$ cat src/rtl/if_pc_gen.sv
// Fetch stage PC generator: holds the fetch PC, computes next-PC from the ID-stage select code, applies exception/eret redirection.
// Latency: npc appears on pc one clock later; instr/bd/adel are combinational from pc, im_instr and the ID-stage inputs.
// Backpressure: stall holds pc (exc_req overrides stall); there is no internal buffering.
//
// Ports:
//   clk, reset        clock, synchronous active-high reset
//   stall             hazard stall, holds pc
//   exc_req           CP0 exception/interrupt taken this cycle
//   pcsrc[3:0]        next-PC select decoded in ID
//   id_instr, id_pc   instruction in ID and its PC (imm16 / index26 source)
//   rs_val, rt_val    forwarded GPR operands for branch compare / jr
//   epc               forwarded CP0 EPC for eret
//   im_instr          instruction memory read data at pc
//   pc                registered fetch PC
//   instr             fetched instruction (zeroed on bad address or eret squash)
//   bd                fetched instruction sits in a branch/jump delay slot
//   adel              fetch address error
//   fetch_cnt         (only when FETCH_CNT_EN is defined) accepted-fetch counter
//
// Optional feature macro: FETCH_CNT_EN
module if_pc_gen #(
  parameter logic [31:0] RESET_PC = 32'h0000_3000,
  parameter logic [31:0] EXC_VEC  = 32'h0000_4180,
  parameter logic [31:0] IM_BASE  = 32'h0000_3000,
  parameter logic [31:0] IM_LIMIT = 32'h0000_6FFC
) (
  input  logic        clk,
  input  logic        reset,
  input  logic        stall,
  input  logic        exc_req,
  input  logic [3:0]  pcsrc,
  input  logic [31:0] id_instr,
  input  logic [31:0] id_pc,
  input  logic [31:0] rs_val,
  input  logic [31:0] rt_val,
  input  logic [31:0] epc,
  input  logic [31:0] im_instr,
  output logic [31:0] pc,
  output logic [31:0] instr,
  output logic        bd,
`ifdef FETCH_CNT_EN
  output logic [31:0] fetch_cnt,
`endif
  output logic        adel
);

  localparam logic [3:0] SRC_SEQ  = 4'd0;
  localparam logic [3:0] SRC_BEQ  = 4'd1;
  localparam logic [3:0] SRC_J    = 4'd2;
  localparam logic [3:0] SRC_JR   = 4'd3;
  localparam logic [3:0] SRC_BNE  = 4'd4;
  localparam logic [3:0] SRC_BLEZ = 4'd5;
  localparam logic [3:0] SRC_BGTZ = 4'd6;
  localparam logic [3:0] SRC_BLTZ = 4'd7;
  localparam logic [3:0] SRC_BGEZ = 4'd8;
  localparam logic [3:0] SRC_ERET = 4'd9;

  logic [31:0] seq_pc;
  logic [31:0] link_pc;
  logic [31:0] imm_off;
  logic [31:0] br_tgt;
  logic [31:0] j_tgt;
  logic [31:0] npc;
  logic        rs_zero;
  logic        rs_neg;
  logic        is_xfer;
  logic        addr_bad;
  logic        squash;
  logic        unused_opc;

  // Opcode field is decoded in ID; only imm16/index26 matter here.
  assign unused_opc = ^id_instr[31:26];

  assign seq_pc  = pc + 32'd4;
  assign link_pc = id_pc + 32'd4;
  assign imm_off = {{14{id_instr[15]}}, id_instr[15:0], 2'b00};
  assign br_tgt  = link_pc + imm_off;
  assign j_tgt   = {link_pc[31:28], id_instr[25:0], 2'b00};
  assign rs_zero = (rs_val == 32'd0);
  assign rs_neg  = rs_val[31];

  // Untaken branches fall through to pc+4 so the delay slot is still fetched.
  always_comb begin
    npc = seq_pc;
    case (pcsrc)
      SRC_SEQ:  npc = seq_pc;
      SRC_BEQ:  npc = (rs_val == rt_val) ? br_tgt : seq_pc;
      SRC_J:    npc = j_tgt;
      SRC_JR:   npc = rs_val;
      SRC_BNE:  npc = (rs_val != rt_val) ? br_tgt : seq_pc;
      SRC_BLEZ: npc = (rs_neg || rs_zero) ? br_tgt : seq_pc;
      SRC_BGTZ: npc = (!rs_neg && !rs_zero) ? br_tgt : seq_pc;
      SRC_BLTZ: npc = rs_neg ? br_tgt : seq_pc;
      SRC_BGEZ: npc = !rs_neg ? br_tgt : seq_pc;
      SRC_ERET: npc = epc;
      default:  npc = seq_pc;
    endcase
  end

  // Exception redirect ignores stall; a stalled redirect is simply
  // re-evaluated next cycle from the held ID inputs.
  always_ff @(posedge clk) begin
    if (reset) begin
      pc     <= RESET_PC;
      squash <= 1'b0;
    end else begin
      squash <= (pcsrc == SRC_ERET) && !stall && !exc_req;
      if (exc_req)
        pc <= EXC_VEC;
      else if (!stall)
        pc <= npc;
    end
  end

`ifdef FETCH_CNT_EN
  always_ff @(posedge clk) begin
    if (reset)
      fetch_cnt <= 32'd0;
    else if (!stall && !exc_req && !squash)
      fetch_cnt <= fetch_cnt + 32'd1;
  end
`endif

  assign is_xfer  = (pcsrc >= SRC_BEQ) && (pcsrc <= SRC_BGEZ);
  assign addr_bad = (pc[1:0] != 2'b00) || (pc < IM_BASE) || (pc > IM_LIMIT);

  // The instruction fetched right after eret is squashed to a nop and
  // carries no exception or delay-slot attribute.
  assign adel  = addr_bad && !squash;
  assign bd    = is_xfer && !exc_req && !reset && !squash;
  assign instr = (addr_bad || squash) ? 32'h0 : im_instr;

endmodule

$ cat config.mk
export PLATFORM = sky130hd
export DESIGN_NAME = if_pc_gen
export DESIGN_NICKNAME = d
export VERILOG_FILES = /design/src/rtl/if_pc_gen.sv
export SDC_FILE = /design/constraint.sdc
export NUM_CORES = 1
export LEC_CHECK = 0
export ABC_AREA = 1
export BUFFER_PORTS_ARGS = -buffer_cell sky130_fd_sc_hd__buf_2
export CORE_UTILIZATION = 55
export CTS_CLUSTER_DIAMETER = 80
export DETAILED_ROUTE_END_ITERATION = 7
export HOLD_SLACK_MARGIN = 0.05
export PLACE_DENSITY = 0.8
export SYNTH_ARGS = -nofsm -noshare
export SYNTH_HDL_FRONTEND = slang
export SYNTH_SLANG_ARGS = --single-unit
$ cat constraint.sdc
create_clock -name clk -period 6.5 [get_ports clk]
set_input_delay 0.65 -clock clk [delete_from_list [all_inputs] [get_ports clk]]
set_output_delay 0.65 -clock clk [all_outputs]
set_load 0.01 [all_outputs]
# Yosys cells after proc, flatten, opt, wreduce, memory -nomap -nowiden
# Cells that the tools add are included.
[word_totals] out_inout_bits=66 inputBits=200 regBits=33 word_cells=53
[classes] n_lt_le_gt_ge=4 n_eq_ne=12 mux=10 add_sub_neg=3 n_reduce_logical=21
[ops] op="case mux 32 bit (9 select lines)" n=1
[ops] op="two-way mux 32 bit" n=7
[ops] op="adder 32 x 3 -> 32 bit (second input constant)" n=2
[ops] op="adder 32 bit" n=1
[ops] op="equality test 32 bit" n=1
[ops] op="greater-than comparator 32 x 15 -> 1 bit (second input constant)" n=1
[ops] op="zero test 32 bit" n=1
[ops] op="less-than comparator 32 x 14 -> 1 bit (second input constant)" n=1
[ops] op="inequality test 32 bit" n=1
[ops] op="two-way mux 15 bit" n=2
[ops] op="equality test 4 x 3 -> 1 bit (second input constant)" n=4
[ops] op="equality test 4 x 2 -> 1 bit (second input constant)" n=2
[ops] op="equality test 4 bit (second input constant)" n=2
[ops] op="logical AND 1 bit" n=8
[ops] op="zero test 1 bit" n=6
[ops] op="equality test 4 x 1 -> 1 bit (second input constant)" n=1
[ops] op=">= comparator 4 x 1 -> 1 bit (second input constant)" n=1
[ops] op="<= comparator 4 bit (second input constant)" n=1
[ops] op="logical OR 1 bit" n=4
[ops] op="inequality test 2 x 1 -> 1 bit (second input constant)" n=1
[ops] op="nonzero test 2 bit" n=1
[ops] op="OR reduction 2 bit" n=1

# Depth between registers and ports, before layout
[logic_depth] ltp_word=7 ltp_mapped=31 mapped_depth_nobuf=31

# Worst setup path before layout
# OpenSTA, ideal clock, no wires.
[synth_timing] path_type="input port to flip-flop" startpoint="input id_pc[2]" endpoint="register pc[25]" setup_ps=117 n_path_buf=0 path_slack_ps=2825 stages=28 t_arrival_ps=3558 path_cell_list="ha_1 nand2_1 nor2_2 nand2_1 nor2_1 inv_1 nor2_1 inv_1 nor3_2 nand2_1 nor2_2 nand2_1 xor2_1 inv_1 ha_1 nand2_1 inv_1 a21oi_1 a21boi_0 nand3_1 nand2_1 nand3_1 nand2_1 nand2_1 nor2_1 nand3_1 nor2_1 nor2_1"
[synth_via] elab_chain_len=4
[synth_rtl] item="start: declaration" line_no="33" text="input logic [31:0] id_pc,"
[synth_rtl] item="adder 32 x 3 -> 32 bit *" line_no="75" text="assign link_pc = id_pc + 32'd4;"
[synth_rtl] item="adder 32 bit *" line_no="77" text="assign br_tgt = link_pc + imm_off;"
[synth_rtl] item="two-way mux 32 bit, or another cell as far along" line_no="94" text="SRC_BGEZ: npc = !rs_neg ? br_tgt : seq_pc;"
[synth_rtl] item="case mux 32 bit (9 select lines) *" line_no="85" text="case (pcsrc)"
[synth_rtl] item="end signal: assignment" line_no="111" text="pc <= npc;"
[synth_rtl] item="end: declaration" line_no="38" text="output logic [31:0] pc,"
# Mark *: on every way between the ends. The rest lies on a longest branch, timed or not.
# A chain may end at the register's enable or synchronous reset.

# Worst setup path after layout
[layout_timing] startpoint="input id_pc[2]" endpoint="register pc[27]"
# Same word-level chain as after synthesis.

==> summary.md <==
| Metric | Value |
|---|---|
| Status | `complete, no violations` |
| CTS tree | `done` |
| Vias per inst | `5.91` |
| Sequential area share after synthesis | `6.75%` |
| Commonest cells after routing, fill and taps aside | `nand2_1, nor2_1, buf_2` |
| # resized after CTS | `0` |
| Max incr delay on CP | `0.38 ns` |
| Max Clock Freq | `238 MHz` |
| Mapped Cells | `1926` |
| Clock tree buffer depth | `2` |
| Total gr overflow | `0` |
| First-pass GRT wire length | `64900 um` |
| Fin. max-slew vios | `0` |
| Ys Warns | `0` |
| Final #Nets | `2382` |
| Initial antenna violation count | `0` |
| Worst setup SP type | `input pin` |
| Crit path max fanout | `6` |
| Hold Fails Final Rpt | `0` |
| Synth Flop Type | `dfxtp_1` |
| WS Path Type | `in2reg` |
| Relative slew slack | `26.2%` |
| P&R area growth vs syn | `15.5%` |
| Die ar. | `18300 sq um` |
| N_diodes | `0` |
| Syn_nets | `2162` |
| Number of global-route vias before repair | `12209` |
| Number of buffers inserted by hold repair at cts | `0` |
| Actual slew at the worst max-slew pin | `1.11 ns` |
| Cell Rows | `48` |
| Initial core utilization | `56.4%` |
| Total track usage | `46.1%` |
| H-Tree Level Count | `2` |
| Fin crit share | `64.5%` |
| Pleak | `6.34 nW` |
| Yosys cell types | `60` |
| Critical path required time | `6.68 ns` |
| Die Wd | `135 um` |
| Setup Buffers After CTS | `0` |
| Min-Delay Path Class | `reg2reg` |
| Placed cell count | `2364` |
| PortBufs | `259` |
| I/O pin total | `266` |
| CTS Buf Count | `5` |
| Final TNS setup | `0 ns` |
| Max-cap violations | `0` |
| RSZ-0062 raised after global routing | `false` |
| Dpl cell area | `11100 sq um` |
| Crit path DAT | `4.37 ns` |
| Syn_area_per_cell | `5.08 sq um` |
| Fill count | `1778` |
| Worst-path clk slew | `0.06 ns` |
| Via count | `14014` |
| Die Ht | `135 um` |
| Largest net degree at the start of global routing | `47` |
| Final Setup Violations | `0` |
| DRC viols | `0` |
| Layout cell share with drive strength beyond 1 | `16.0%` |
| Critical path capture point type | `flop` |
| EDFF count, synth | `0` |
| Yosys reg bits | `33` |
| Post-DP HPWL | `33800 um` |
| Core area | `17400 sq um` |
| 1st-iter DRT viols | `1781` |
| Clock Sinks | `33` |
| CP most frequent cell | `nor2_1` |
| WL/cell | `18.2 um` |
| Post-route cell area | `11300 sq um` |
| Area of the mapped netlist | `9780 sq um` |
| Fin cells | `2372` |
| Final min period | `4.20 ns` |
| Commonest non-fill, non-tap cell in the layout | `nand2_1` |
| Maximum VDD drop | `0.118 mV` |
| Ys async rst share | `0%` |
| CTS root buffer | `clkbuf_16` |
| Clock skew | `0.00410 ns` |
| First-pass detailed-route iteration total | `6` |
| Clk Latency, worst-skew pair | `0.29 ns` |
| Final ANT Viol Nets | `0` |
| RePlAce Congestion | `1.04` |
| DRT Wirelength | `43100 um` |
| Crit-path slowest cell | `ha_1` |
| Power density over the cells | `112 nW/um^2` |
per-stage QoR:
| stage | hold slack (ns) | worst slack, ns | power (mW) | util (%) |
|---|---|---|---|---|
| 5_1_grt | 0.607 | 1.72 | 1.35 | 65.1 |
| 6_report | 0.598 | 2.30 | 1.27 | 65.1 |
| 4_1_cts | 0.597 | 2.35 | 1.24 | 65.1 |
| 3_3_place_gp | 0.570 | 2.12 | 0.935 | 64.1 |
| 2_1_floorplan | 0.534 | 2.83 | 0.691 | - |
| 3_5_place_dp | 0.585 | 2.06 | 0.950 | 64.1 |
cell families (layout without fill, tap and decap cells):
group,Yosys count,in the layout,share of synthesized area (%)
simple gates,1175,1175,51.0
buf+inv,314,535,13.0
compound gates,289,289,17.4
xor+xnor,79,79,7.23
fa+ha+maj,36,36,4.68
flops,33,33,6.75
flip-flops by register name (all words and copies together) (netlist names), named ones only:
signal	cells
pc	30
squash	1
critical path: cells and delay by family:
family                     cells  cell delay, ns
AOI/OAI and AO/OA              1            0.13
xor gates and xnor gates       1            0.13
buffers and inverters          4            0.33
and+or+nand+nor               21            2.57
adders and majority gates      2            0.58
final timing paths:
kind / start / to / slack (ns) / cells after the start
max: id_pc[2] / pc[27] / 2.30 / 29
min: pc[9] / pc[9] / 0.60 / 2
min reg2reg: pc[9] / pc[9] / 0.60 / 2
max reg2reg: pc[2] / pc[10] / 3.36 / 12
cell usage after synthesis, types with 13 or more instances:
| library cell | instances | area [sq um] |
|---|---|---|
| inv_1 | 249 | 935 |
| nor2_1 | 270 | 1010 |
| xor2_1 | 45 | 394 |
| o21ai_0 | 79 | 395 |
| nor3_1 | 18 | 90.1 |
| a221oi_1 | 13 | 114 |
| nand2_2 | 17 | 106 |
| clkbuf_1 | 24 | 90.1 |
| nand2_1 | 608 | 2280 |
| nand4_1 | 33 | 206 |
| nand3_1 | 177 | 886 |
| xnor2_1 | 32 | 280 |
| nor2_2 | 13 | 81.3 |
| a21oi_1 | 122 | 611 |
| ha_1 | 35 | 438 |
| dfxtp_1 | 33 | 661 |
layer usage:
layer	track usage (%)	vias up	routed length [um]	share of wire [%]
met2	71.4	994	18200	42
met3	11.6	207	5660	13
met1	55.7	6165	15900	37
met5	0	-	0	0
li1	-	6648	-	-
met4	32.3	0	3300	7.7
report_power, final:
group / internal, mW / switching, mW
Combinational: 0.248 / 0.498
Clock: 0.192 / 0.0988
Sequential: 0.213 / 0.0200
Total: 0.652 / 0.617
cell type report:
| type | count | area (sq um) | share of cell area, % |
|---|---|---|---|
| multi-input combinational | 1579 | 7860 | 69.5 |
| timing repair buffer | 266 | 1350 | 11.9 |
| inverter | 261 | 980 | 8.67 |
| sequential | 33 | 661 | 5.85 |
| tap | 225 | 282 | 2.49 |
| clock buffer | 7 | 143 | 1.26 |
| clock inverter | 1 | 30.0 | 0.266 |
Note: power is estimated with default switching activity, not from simulation.
